### src/rtl/hex_scroll_ctrl.sv
`default_nettype none
// ============================================================================
// hex_scroll_ctrl : loads hex digits from switches and scrolls them on HEX5..0
// Revision: 1.0
// ============================================================================
module hex_scroll_ctrl #(
    parameter int TICK_DIV = 25000000,
    parameter int DEPTH    = 16
) (
    input  logic       CLOCK_50,
    input  logic       Reset,
    input  logic [1:0] KEY,
    input  logic [9:0] SW,
    output logic [6:0] HEX0,
    output logic [6:0] HEX1,
    output logic [6:0] HEX2,
    output logic [6:0] HEX3,
    output logic [6:0] HEX4,
    output logic [6:0] HEX5,
    output logic [9:0] LEDR
);

    localparam int AW = $clog2(DEPTH);
    localparam int LW = AW + 1;
    localparam int TW = $clog2(TICK_DIV);
    localparam logic [TW-1:0] C_TICK_MAX = TW'(TICK_DIV - 1);
    localparam logic [LW-1:0] C_DEPTH    = LW'(DEPTH);

    typedef enum logic [1:0] {
        ST_EMPTY  = 2'd0,
        ST_EDIT   = 2'd1,
        ST_SCROLL = 2'd2
    } state_t;

    logic [1:0]    key_s1_q, key_s2_q, key_s3_q;
    logic [5:0]    sw_s1_q, sw_s2_q;
    state_t        state_q, state_d;
    logic [LW-1:0] len_q, len_d;
    logic [LW-1:0] start_q, start_d;
    logic [TW-1:0] tick_q, tick_d;
    logic [3:0]    msg_q [DEPTH];
    logic [3:0]    msg_d [DEPTH];
    logic [6:0]    hex_q [6];
    logic [6:0]    hex_d [6];
    logic [9:0]    ledr_q, ledr_d;

    logic          load_pulse, clr_pulse, run, dir;
    logic [3:0]    digit;
    logic [LW:0]   fwd_sum, rev_sum;
    logic [LW-1:0] fwd_start, rev_start;
    logic          unused_sw;

    assign unused_sw  = ^SW[7:4];
    assign load_pulse = key_s3_q[0] & ~key_s2_q[0];
    assign clr_pulse  = key_s3_q[1] & ~key_s2_q[1];
    assign digit      = sw_s2_q[3:0];
    assign dir        = sw_s2_q[4];
    assign run        = sw_s2_q[5];

    function automatic logic [6:0] seg7(input logic [3:0] d);
        case (d)
            4'h0: seg7 = 7'h40;  4'h1: seg7 = 7'h79;
            4'h2: seg7 = 7'h24;  4'h3: seg7 = 7'h30;
            4'h4: seg7 = 7'h19;  4'h5: seg7 = 7'h12;
            4'h6: seg7 = 7'h02;  4'h7: seg7 = 7'h78;
            4'h8: seg7 = 7'h00;  4'h9: seg7 = 7'h10;
            4'hA: seg7 = 7'h08;  4'hB: seg7 = 7'h03;
            4'hC: seg7 = 7'h46;  4'hD: seg7 = 7'h21;
            4'hE: seg7 = 7'h06;  default: seg7 = 7'h0E;
        endcase
    endfunction

    // start < len always holds, so one conditional subtract is a full modulo
    always_comb begin
        fwd_sum   = {1'b0, start_q} + (LW+1)'(1);
        rev_sum   = {1'b0, start_q} + {1'b0, len_q} - (LW+1)'(1);
        fwd_start = (fwd_sum >= {1'b0, len_q}) ? LW'(fwd_sum - {1'b0, len_q}) : LW'(fwd_sum);
        rev_start = (rev_sum >= {1'b0, len_q}) ? LW'(rev_sum - {1'b0, len_q}) : LW'(rev_sum);
    end

    always_comb begin
        state_d = state_q;
        len_d   = len_q;
        start_d = start_q;
        tick_d  = tick_q;
        msg_d   = msg_q;
        if (clr_pulse) begin
            state_d = ST_EMPTY;
            len_d   = '0;
            start_d = '0;
            tick_d  = '0;
        end else begin
            case (state_q)
                ST_EMPTY: begin
                    if (load_pulse) begin
                        msg_d[0] = digit;
                        len_d    = LW'(1);
                        start_d  = '0;
                        tick_d   = '0;
                        state_d  = run ? ST_SCROLL : ST_EDIT;
                    end
                end
                ST_EDIT: begin
                    if (load_pulse && (len_q != C_DEPTH)) begin
                        msg_d[len_q[AW-1:0]] = digit;
                        len_d                = len_q + LW'(1);
                    end
                    if (run) begin
                        state_d = ST_SCROLL;
                        tick_d  = '0;
                    end
                end
                ST_SCROLL: begin
                    if (!run) begin
                        state_d = ST_EDIT;
                    end else if (tick_q == C_TICK_MAX) begin
                        tick_d  = '0;
                        start_d = dir ? rev_start : fwd_start;
                    end else begin
                        tick_d = tick_q + TW'(1);
                    end
                end
                default: state_d = ST_EMPTY;
            endcase
        end
    end

    always_comb begin
        for (int i = 0; i < 6; i++) begin
            logic [LW:0] sum;
            sum = {1'b0, start_q} + (LW+1)'(i);
            if (sum >= {1'b0, len_q}) sum = sum - {1'b0, len_q};
            if (state_q == ST_EMPTY || (LW+1)'(i) >= {1'b0, len_q})
                hex_d[i] = 7'h7F;
            else
                hex_d[i] = seg7(msg_q[sum[AW-1:0]]);
        end
        ledr_d = {(len_q == C_DEPTH), (state_q == ST_SCROLL), 3'b000, 5'(len_q)};
    end

    always_ff @(posedge CLOCK_50 or posedge Reset) begin
        if (Reset) begin
            key_s1_q <= 2'b11;
            key_s2_q <= 2'b11;
            key_s3_q <= 2'b11;
            sw_s1_q  <= '0;
            sw_s2_q  <= '0;
            state_q  <= ST_EMPTY;
            len_q    <= '0;
            start_q  <= '0;
            tick_q   <= '0;
            ledr_q   <= '0;
            for (int i = 0; i < DEPTH; i++) msg_q[i] <= 4'h0;
            for (int i = 0; i < 6; i++)     hex_q[i] <= 7'h7F;
        end else begin
            key_s1_q <= KEY;
            key_s2_q <= key_s1_q;
            key_s3_q <= key_s2_q;
            sw_s1_q  <= {SW[9], SW[8], SW[3:0]};
            sw_s2_q  <= sw_s1_q;
            state_q  <= state_d;
            len_q    <= len_d;
            start_q  <= start_d;
            tick_q   <= tick_d;
            ledr_q   <= ledr_d;
            msg_q    <= msg_d;
            hex_q    <= hex_d;
        end
    end

    // position 0 is the leftmost display
    assign HEX5 = hex_q[0];
    assign HEX4 = hex_q[1];
    assign HEX3 = hex_q[2];
    assign HEX2 = hex_q[3];
    assign HEX1 = hex_q[4];
    assign HEX0 = hex_q[5];
    assign LEDR = ledr_q;

endmodule
`default_nettype wire

### config.mk
export PLATFORM = sky130hd
export DESIGN_NAME = hex_scroll_ctrl
export DESIGN_NICKNAME = d
export VERILOG_FILES = /design/src/rtl/hex_scroll_ctrl.sv
export SDC_FILE = /design/constraint.sdc
export NUM_CORES = 1
export LEC_CHECK = 0
export BUFFER_PORTS_ARGS = -buffer_cell sky130_fd_sc_hd__clkbuf_2
export CAP_MARGIN = 20
export CORE_MARGIN = 5
export CORE_UTILIZATION = 59
export CTS_BUF_LIST = sky130_fd_sc_hd__clkbuf_8
export CTS_CLUSTER_SIZE = 24
export DETAILED_ROUTE_END_ITERATION = 10
export PLACE_DENSITY = 0.76
export SYNTH_ARGS = -nofsm -noshare
export SYNTH_HDL_FRONTEND = slang
export SYNTH_SLANG_ARGS = --single-unit
### constraint.sdc
create_clock -name CLOCK_50 -period 7.7 [get_ports CLOCK_50]
set_input_delay 1.925 -clock CLOCK_50 [delete_from_list [all_inputs] [get_ports CLOCK_50]]
set_output_delay 1.925 -clock CLOCK_50 [all_outputs]
set_load 0.02 [all_outputs]
### After elaboration in Yosys (flattened, before gate mapping)

Memories as Yosys holds them, arrays and structs flattened.
Index checks and enable logic that the tools add are counted.

| cells by class | value |
|---|---|
| add/sub/neg operators | 16 |
| order comparisons | 21 |
| equality and inequality tests | 13 |
| multiplexer cells | 60 |
| bitwise operators | 12 |
| reduce and logical (&&, ||, !) cells | 19 |

Operator list:

| cell | count |
|---|---|
| 25-bit 2-to-1 mux | 5 |
| 4-bit binary-select mux with 4-bit select | 6 |
| 4-bit 2-to-1 mux | 20 |
| 25-bit one-hot mux with 3 select lines | 1 |
| 64-bit bitwise mux | 1 |
| 64-bit 2-to-1 mux | 1 |
| 5-bit 2-to-1 mux | 10 |
| 7-bit 2-to-1 mux | 6 |
| 6-bit by 5-bit >= comparator with 1-bit output | 6 |
| 5-bit >= comparator (second input constant) | 7 |
| 4-bit NOT with 5-bit output | 7 |
| 25-bit by 1-bit adder with 25-bit output (second input constant) | 1 |
| 25-bit == test (second input constant) | 1 |
| 5-bit one-hot mux with 2 select lines | 2 |
| 4-bit subtractor | 5 |
| 4-bit demux with 4-bit select | 1 |
| 5-bit by 2-bit adder with 6-bit output (second input constant) | 2 |
| 5-bit by 3-bit adder with 6-bit output (second input constant) | 2 |
| 4-bit AND reduction | 3 |
| 1-bit by 5-bit >= comparator with 1-bit output (first input constant) | 2 |
| 2-bit by 5-bit >= comparator with 1-bit output (first input constant) | 2 |
| 3-bit by 5-bit >= comparator with 1-bit output (first input constant) | 2 |
| 2-bit 2-to-1 mux | 5 |
| 5-bit subtractor | 2 |
| other kinds (25) | 41 |

| storage, ports and cells | value |
|---|---|
| flip-flop bits (word level) | 168 |
| memory bits (read-only) | 672 |
| input port bits | 14 |
| memories | 6 |

Memories:

| memory | words | width | read ports | clocked after Yosys merged registers in | wr ports | line | text |
|---|---|---|---|---|---|---|---|
| (name not given) | 16 | 7 | 1 | 0 | 0 | 61 | `case (d)` |
| (name not given) | 16 | 7 | 1 | 0 | 0 | 61 |  |
| (name not given) | 16 | 7 | 1 | 0 | 0 | 61 |  |
| (name not given) | 16 | 7 | 1 | 0 | 0 | 61 |  |
| (name not given) | 16 | 7 | 1 | 0 | 0 | 61 |  |
| (name not given) | 16 | 7 | 1 | 0 | 0 | 61 |  |

### Longest topological paths before layout

Gate-level depths: netlist of the first run.

| depth | value |
|---|---|
| word-level depth | 9 |
| mapped depth | 21 |

### Worst setup path before layout of the first run

No wires, ideal clock.

| timing path | value |
|---|---|
| path type | flip-flop to flip-flop |
| start point | register start_q[0] |
| end point | register hex_q, in the netlist HEX0[3] |
| library setup time | 83 ps |
| arrival | 4,564 ps |
| required time | 7,617 ps |
| path slack | 3,053 ps |
| stages on the path, launching flop included | 21 |
| buffers on the path | 4 |
| clock period less this slack | 4,647 ps |
| cell sequence | dfrtp_1 -> buf_2 -> inv_1 -> ha_1 -> inv_1 -> fa_1 -> buf_4 -> a21boi_0 -> o22a_1 -> a21oi_1 -> or2_2 -> buf_4 -> buf_4 -> mux2_2 -> o22ai_1 -> a221oi_1 -> o21ai_0 -> ha_1 -> mux2i_1 -> nor3b_1 -> a41oi_1 |

RTL lines:

| item | line | text |
|---|---|---|
| start: declaration | 39 | `logic [LW-1:0] start_q, start_d;` |
| start signal: assignment | 163 | `start_q <= start_d;` |
| end signal: assignment | 167 | `hex_q <= hex_d;` |
| end: declaration | 43 | `logic [6:0] hex_q [6];` |

==> results of run 1 <==
-- metrics by stage --
stage          instance area (sq um)  util, %  cells
2_1_floorplan                  14100        -   1527
6_report                       15000     63.9   1882
5_1_grt                        15000     63.9   1882
3_3_place_gp                   14500     62.0   1847
4_1_cts                        15000     63.8   1880
3_5_place_dp                   14600     62.0   1848
-- per-layer routing --
metal	part of all wire, %	global-route usage, %	vias up
li1	-	-	5675
met1	42	42.4	6044
met2	46	49.3	563
met3	8.0	5.39	124
met4	4.2	13.4	2
met5	0.048	0	-
-- worst register-to-register path: stages, from the launching register on --
cell and delay [ps]:
sky130_fd_sc_hd__dfrtp_1 780, sky130_fd_sc_hd__inv_1 310, sky130_fd_sc_hd__ha_1 650, sky130_fd_sc_hd__inv_1 240, sky130_fd_sc_hd__fa_1 590, sky130_fd_sc_hd__a21boi_0 200, sky130_fd_sc_hd__o22a_1 310, sky130_fd_sc_hd__a21oi_1 360
sky130_fd_sc_hd__or2_2 490, sky130_fd_sc_hd__mux2_2 400, sky130_fd_sc_hd__o22ai_1 160, sky130_fd_sc_hd__a221oi_1 80, sky130_fd_sc_hd__o21ai_0 810, sky130_fd_sc_hd__ha_1 370, sky130_fd_sc_hd__inv_1 100, sky130_fd_sc_hd__mux2i_1 140
sky130_fd_sc_hd__nor3b_1 70, sky130_fd_sc_hd__a41oi_1 170
-- cells in the mapped netlist, types with 8 or more instances --
cell type	count
sky130_fd_sc_hd__mux2i_1	147
sky130_fd_sc_hd__nand2_1	145
sky130_fd_sc_hd__dfrtp_1	120
sky130_fd_sc_hd__mux2_2	97
sky130_fd_sc_hd__ha_1	84
sky130_fd_sc_hd__inv_1	79
sky130_fd_sc_hd__nor2_1	73
sky130_fd_sc_hd__nand3_1	72
sky130_fd_sc_hd__o21ai_0	69
sky130_fd_sc_hd__a21oi_1	56
sky130_fd_sc_hd__dfstp_2	48
sky130_fd_sc_hd__o211ai_1	39
sky130_fd_sc_hd__clkbuf_1	27
sky130_fd_sc_hd__nor3_1	26
sky130_fd_sc_hd__and3_1	24
sky130_fd_sc_hd__xor2_1	24
sky130_fd_sc_hd__buf_2	23
sky130_fd_sc_hd__xnor2_1	23
sky130_fd_sc_hd__a211oi_1	20
sky130_fd_sc_hd__a31oi_1	17
sky130_fd_sc_hd__nor2b_1	16
sky130_fd_sc_hd__o221ai_1	16
sky130_fd_sc_hd__a21o_1	15
sky130_fd_sc_hd__buf_4	15
sky130_fd_sc_hd__nand2b_1	15
sky130_fd_sc_hd__nand4_1	14
sky130_fd_sc_hd__a21boi_0	13
sky130_fd_sc_hd__o22ai_1	11
sky130_fd_sc_hd__a2111oi_0	10
sky130_fd_sc_hd__a211o_1	9
sky130_fd_sc_hd__o21ai_1	9
sky130_fd_sc_hd__or3_1	9
sky130_fd_sc_hd__and2_1	8
-- state kept, by name, indices dropped and copies added (netlist names) --
register and cells:
state_q 2, HEX1 7, HEX5 7, HEX4 7
len_q 5, LEDR 7, sw_s2_q 6, HEX3 7
sw_s1_q 6, msg_q 64, key_s2_q 2, HEX2 7
key_s3_q 2, HEX0 7, start_q 5, key_s1_q 2
tick_q 25
-- kinds of logic after synthesis --
logic type | count (synthesis) | share of synthesized area, %
AO/OA/AOI/OAI | 371 | 18.9
XOR/XNOR | 48 | 3.04
adder cells (fa/ha/maj) | 89 | 8.17
buffers and inverters | 151 | 4.91
flip-flops | 168 | 30.3
multiplexers | 250 | 19.0
other | 1 | 0.0266
AND/OR/NAND/NOR | 447 | 15.7
-- final timing paths --
path | from | endpoint | slack, ps | cells after the start
worst min register to register | sw_s1_q[0] | sw_s2_q[0] | 350 | 0
worst min-delay path | sw_s1_q[0] | sw_s2_q[0] | 350 | 0
worst max register to register | start_q[1] | HEX0[3] | 1410 | 17
min in group asynchronous | Reset | msg_q[4] | 1580 | 2
worst max-delay path | start_q[1] | HEX0[3] | 1410 | 17
max in group asynchronous | Reset | key_s2_q[0] | 4950 | 4
-- cell type report --
type / count / area share (%)
inverters: 79 / 2.01
clock inverters: 15 / 1.18
flip-flops and latches: 168 / 28.4
repair buffers: 76 / 2.99
clock buffers: 17 / 1.56
well taps: 319 / 2.66
multi-input cells: 1208 / 61.2
==> impl_summary.txt, run 1 <==
----------------------------------------------------
[Run status]
  Status ... finished, final reports clean

[Route]
  Initial DRT Pass Iterations ... 5
  Per-cell routed wire length ... 22.2 um
  Detail Route Antenna Nets ... 0
  Iter 0 DRT Violations ... 1330
  Via-to-Cell Ratio ... 6.59
  Via count ... 12400
  Detailed-route DRC error count ... 0
  Total Wirelength ... 41.8 mm

[Cells and area]
  Antenna Cells ... 0
  Area growth from synthesis to layout ... 6.56%
  Highest-count cells in the layout ignoring fill and taps ... sky130_fd_sc_hd__nand2_1 (145), sky130_fd_sc_hd__mux2i_1 (144), sky130_fd_sc_hd__dfrtp_1 (120)
  Fraction of final layout cells sized beyond drive strength 1 ... 19.4%
  Leading cell type in the layout, fill and taps excluded ... sky130_fd_sc_hd__nand2_1
  Area used by sequential logic in the layout ... 0.00426 sq mm
  Fill cell count ... 1939
  Nets@finish ... 1653
  Area of the multi-input gates ... 0.00918 sq mm

[Logic synthesis]
  Top_reg_cell synth ... sky130_fd_sc_hd__dfrtp_1
  Synth Instances ... 1525
  Warning count from the yosys run ... 0
  Synth cell types ... 103
  FFs w/ async S/R, synth ... 100%
  Avg Cell Area, Syn ... 9.23 sq um
  Cell types occupying the most area after synthesis ... sky130_fd_sc_hd__dfrtp_1 (21%), sky130_fd_sc_hd__mux2i_1 (10%), sky130_fd_sc_hd__dfstp_2 (9.0%)
  Yosys reg bits ... 168
  Library cell with the largest summed area after synthesis ... sky130_fd_sc_hd__dfrtp_1
  Register area share after synthesis ... 30.3%
  Number of synthesized flops with an enable pin ... 0
  Top-area cell type share of the netlist area ... 21.3%
  Post-synthesis cell area ... 0.0141 sq mm

[Critical path]
  Required time of the critical path ... 8120 ps
  Critical path capture point type ... register
  CP bufs+invs ... 3
  WP data arrival ... 6710 ps
  Cell occurring most often along the worst timing path ... sky130_fd_sc_hd__inv_1
  Type of element launching the critical path ... register
  Class of the most critical setup path ... reg -> reg
  Ordered cell list for the critical path ... inv_1 > ha_1 > inv_1 > fa_1 > a21boi_0 > o22a_1 > a21oi_1 > or2_2 > mux2_2 > o22ai_1 > a221oi_1 > o21ai_0 > ha_1 > inv_1 > mux2i_1 > nor3b_1 > a41oi_1
  Gate family responsible for the most delay along the worst path ... compound AO/OA/AOI/OAI gates
  Critical Path Fanout Max ... 21
  Slowest cell on the critical path ... sky130_fd_sc_hd__o21ai_0
  CP max stage delay ... 810 ps

[Floorplan]
  Initial core utilization ... 60.0%
  Overall die width ... 164 um
  Placement Rows ... 56
  Floorplan die height ... 164 um
  Die Footprint ... 0.0271 sq mm
  Boundary pin count ... 66
  Core area ... 0.0235 sq mm

[GRT]
  Largest net degree at the start of global routing ... 92
  Antenna violations before repair ... 1
  Global-route wire length before repair ... 66.2 mm
  Remaining global-route overflow ... 0
  Total track usage ... 31.2%
  Number of global-route vias before repair ... 12000

[Clock network]
  Maximum level of the CTS H-tree ... 4
  TritonCTS clock tree ... yes
  Inserted Clock Buffers ... 17
  Clock root buffer master ... sky130_fd_sc_hd__clkbuf_8
  CTS sink cnt ... 168
  Insertion delay to the later sink of the worst-skew pair ... 490 ps
  Clock transition time at the flip-flop clock pins of the worst setup and hold paths ... 120 ps
  Setup repair bufs after CTS ... 0
  Buffers from clock root to sink, at most ... 2
  Post-CTS resize count ... 0
  Hold_buf cts ... 0

[Timing]
  Total count of hold-check failures in the final report ... 0
  Post-route minimum period ... 6290 ps
  Peak clock frequency supported by timing ... 159 MHz
  Total Negative Setup Slacks ... 0 ps
  Unrepaired setup endpoints after global routing ... no
  Fin crit share ... 81.7%
  Worst slew margin relative to its limit ... 21.9%
  Final Skew ... 27.2 ps
  Count of final max-slew check failures ... 0
  Final Hold Slack ... 347 ps
  Worst-margin pin slew ... 1170 ps
  Post-layout worst setup margin ... 1410 ps
  Final count of negative-setup-slack endpoints ... 0

[Worst hold path]
  Kind of path behind the tightest hold check ... reg -> reg

[Place]
  Post-detailed-placement half-perimeter wirelength ... 30.8 mm
  Worst slack after detailed placement ... 1590 ps
  Buffers on Ports ... 58
  RD Place Congestion ... 1.03

[Job]
  Max Cap Viol ... 0

----------------------------------------------------
Power of run 1 is left out: the tool's default activity adds up to more than one toggle a clock period on the data nets, which glitch-free logic cannot reach.
==> run 2, diff against run 1 <==
==> constraint.sdc (replaced) <==
create_clock -name CLOCK_50 -period 6.6 [get_ports CLOCK_50]
set_input_delay 1.65 -clock CLOCK_50 [delete_from_list [all_inputs] [get_ports CLOCK_50]]
set_output_delay 1.65 -clock CLOCK_50 [all_outputs]
set_load 0.02 [all_outputs]
==> impl_summary.txt, run 2 (synthesized netlist as in run 1, its figures left out) <==
----------------------------------------------------
[Run status]
  Status ... finished, final reports clean (unchanged)

[Floorplan]
  Placement Rows ... 56 (unchanged)
  Floorplan die height ... 164 um (unchanged)
  Core area ... 0.0235 sq mm (unchanged)
  Die Footprint ... 0.0271 sq mm (unchanged)
  Initial core utilization ... 60.0% (unchanged)
  Boundary pin count ... 66 (unchanged)
  Overall die width ... 164 um (unchanged)

[Clock network]
  Insertion delay to the later sink of the worst-skew pair ... 500 ps (was 490 ps)
  CTS sink cnt ... 168 (unchanged)
  Setup repair bufs after CTS ... 0 (unchanged)
  Post-CTS resize count ... 0 (unchanged)
  TritonCTS clock tree ... yes (unchanged)
  Maximum level of the CTS H-tree ... 4 (unchanged)
  Clock root buffer master ... sky130_fd_sc_hd__clkbuf_8 (unchanged)
  Clock transition time at the flip-flop clock pins of the worst setup and hold paths ... 120 ps (about the same)
  Hold_buf cts ... 0 (unchanged)
  Buffers from clock root to sink, at most ... 2 (unchanged)
  Inserted Clock Buffers ... 17 (unchanged)

[Critical path]
  WP data arrival ... 6020 ps (was 6710 ps)
  Type of element launching the critical path ... register (unchanged)
  Worst R2R Setup Slack ... 1000 ps (was 1410 ps)
  Required time of the critical path ... 7020 ps (was 8120 ps)
  Critical path capture point type ... register (unchanged)
  Critical Path Fanout Max ... 17 (was 21)
  Class of the most critical setup path ... reg -> reg (unchanged)

[Route]
  Detail Route Antenna Nets ... 0 (unchanged)
  Highest metal layer with signal wires ... met5 (unchanged)
  Met3 WL ... 4.03 mm (was 3.36 mm)
  Per-cell routed wire length ... 22.6 um (was 22.2 um)
  Detailed-route DRC error count ... 0 (unchanged)
  Met2 WL ... 19.6 mm (was 19.0 mm)
  Via-to-Cell Ratio ... 6.58 (was 6.59)
  Total Wirelength ... 42.8 mm (was 41.8 mm)
  Via count ... 12500 (was 12400)
  Iter 0 DRT Violations ... 1627 (was 1330)
  Initial DRT Pass Iterations ... 6 (was 5)
  DRT met1 WL ... 17.5 mm (was 17.6 mm)

[Place]
  Cell area after placement ... 0.0147 sq mm (was 0.0146 sq mm)
  RD Place Congestion ... 1.07 (was 1.03)
  Number of cells in the design after placement ... 1864 (was 1848)
  Post-detailed-placement half-perimeter wirelength ... 31.4 mm (was 30.8 mm)
  Buffers on Ports ... 58 (unchanged)

[Cells and area]
  Fraction of final layout cells sized beyond drive strength 1 ... 20.0% (was 19.4%)
  Area growth from synthesis to layout ... 7.39% (was 6.56%)
  Antenna Cells ... 0 (unchanged)
  Register containing the most flip-flops in the final layout ... msg_q (unchanged)
  Nets@finish ... 1667 (was 1653)
  Fill cell count ... 1968 (was 1939)
  Max FFs per register ... 64 (unchanged)
  Leading cell type in the layout, fill and taps excluded ... sky130_fd_sc_hd__nand2_1 (unchanged)
  Fin area ... 0.0151 sq mm (was 0.0150 sq mm)
  Final non-filler cell total ... 1896 (was 1882)
  Highest-count cells in the layout ignoring fill and taps ... sky130_fd_sc_hd__nand2_1 (145), sky130_fd_sc_hd__mux2i_1 (144), sky130_fd_sc_hd__dfrtp_1 (120) (unchanged)
  Largest registers ... msg_q x64, tick_q x25 (unchanged)

[Timing]
  Peak clock frequency supported by timing ... 179 MHz (was 159 MHz)
  Final Skew ... 28.2 ps (was 27.2 ps)
  Post-route minimum period ... 5600 ps (was 6290 ps)
  Fin crit share ... 84.8% (was 81.7%)
  Unrepaired setup endpoints after global routing ... no (unchanged)
  Worst slew margin relative to its limit ... 32.8% (was 21.9%)
  Count of final max-slew check failures ... 0 (unchanged)
  Total Negative Setup Slacks ... 0 ps (unchanged)
  Final count of negative-setup-slack endpoints ... 0 (unchanged)
  Worst-margin pin slew ... 1000 ps (was 1170 ps)
  Total count of hold-check failures in the final report ... 0 (unchanged)

[GRT]
  Global-route wire length before repair ... 67.3 mm (was 66.2 mm)
  Largest net degree at the start of global routing ... 108 (was 92)
  Remaining global-route overflow ... 0 (unchanged)
  Number of global-route vias before repair ... 12100 (was 12000)
  Total track usage ... 32.0% (was 31.2%)
  Antenna violations before repair ... 1 (unchanged)

[Worst hold path]
  Kind of path behind the tightest hold check ... reg -> reg (unchanged)

[Job]
  Max Cap Viol ... 0 (unchanged)

----------------------------------------------------
==> run 2: cell types whose count changed in the layout (fill, tap and decap cells not counted), moves of 2 or more <==
| cell | previous run | this run |
|---|---|---|
| sky130_fd_sc_hd__inv_12 | 1 | 4 |
| sky130_fd_sc_hd__buf_4 | 16 | 32 |
| sky130_fd_sc_hd__clkinv_4 | 3 | 1 |
| sky130_fd_sc_hd__clkinv_8 | 4 | 6 |
| sky130_fd_sc_hd__inv_8 | 5 | 1 |
==> run 2: final cells by class <==
class	count	area (sq um)	share of cell area [%]
Clock buffer	17	234	1.55
Clock inverter	15	220	1.46
Inverter	79	302	1.99
Multi-Input combinational cell	1208	9170	60.7
Sequential cell	168	4260	28.2
Tap cell	319	399	2.64
Timing Repair Buffer	90	531	3.51
==> run 2: metal layers <==
metal | global-route usage, % | vias to the layer above
met3 | 6.04 | 135
met4 | 12.5 | 2
met1 | 43.2 | 6021
li1 | - | 5709
met2 | 51.2 | 615
met5 | 0 | -
==> run 2: stage by stage <==
step | util, % | worst slack [ps] | hold WS [ps]
3_3_place_gp | 62.5 | 1280 | 332
3_5_place_dp | 62.5 | 1160 | 342
4_1_cts | 64.4 | 1100 | 362
2_1_floorplan | - | 483 | 331
6_report | 64.4 | 1000 | 354
5_1_grt | 64.4 | 675 | 373
==> run 2: final timing paths <==
path                                to        start  cells past startpoint
min                        key_s3_q[0]  key_s2_q[0]                      0
max                            HEX4[3]   start_q[2]                     17
min reg2reg                key_s3_q[0]  key_s2_q[0]                      0
max in group asynchronous   start_q[1]        Reset                      3
min in group asynchronous   sw_s1_q[1]        Reset                      2
max reg2reg                    HEX4[3]   start_q[2]                     17
==> run 2: worst max-delay path: stages (launching register included) <==
cell	delay, ps
sky130_fd_sc_hd__dfrtp_1	840
sky130_fd_sc_hd__ha_1	500
sky130_fd_sc_hd__nand2_1	160
sky130_fd_sc_hd__xnor2_1	230
sky130_fd_sc_hd__ha_1	320
sky130_fd_sc_hd__a21o_1	240
sky130_fd_sc_hd__a221oi_4	510
sky130_fd_sc_hd__a21oi_2	180
sky130_fd_sc_hd__or2_1	500
sky130_fd_sc_hd__and2_1	290
sky130_fd_sc_hd__a2111oi_0	480
sky130_fd_sc_hd__nor4_1	120
sky130_fd_sc_hd__a221o_1	400
sky130_fd_sc_hd__inv_1	170
sky130_fd_sc_hd__ha_1	170
sky130_fd_sc_hd__inv_1	60
sky130_fd_sc_hd__o2111a_1	230
sky130_fd_sc_hd__a31oi_1	130
Power of run 2 is left out for the same reason.
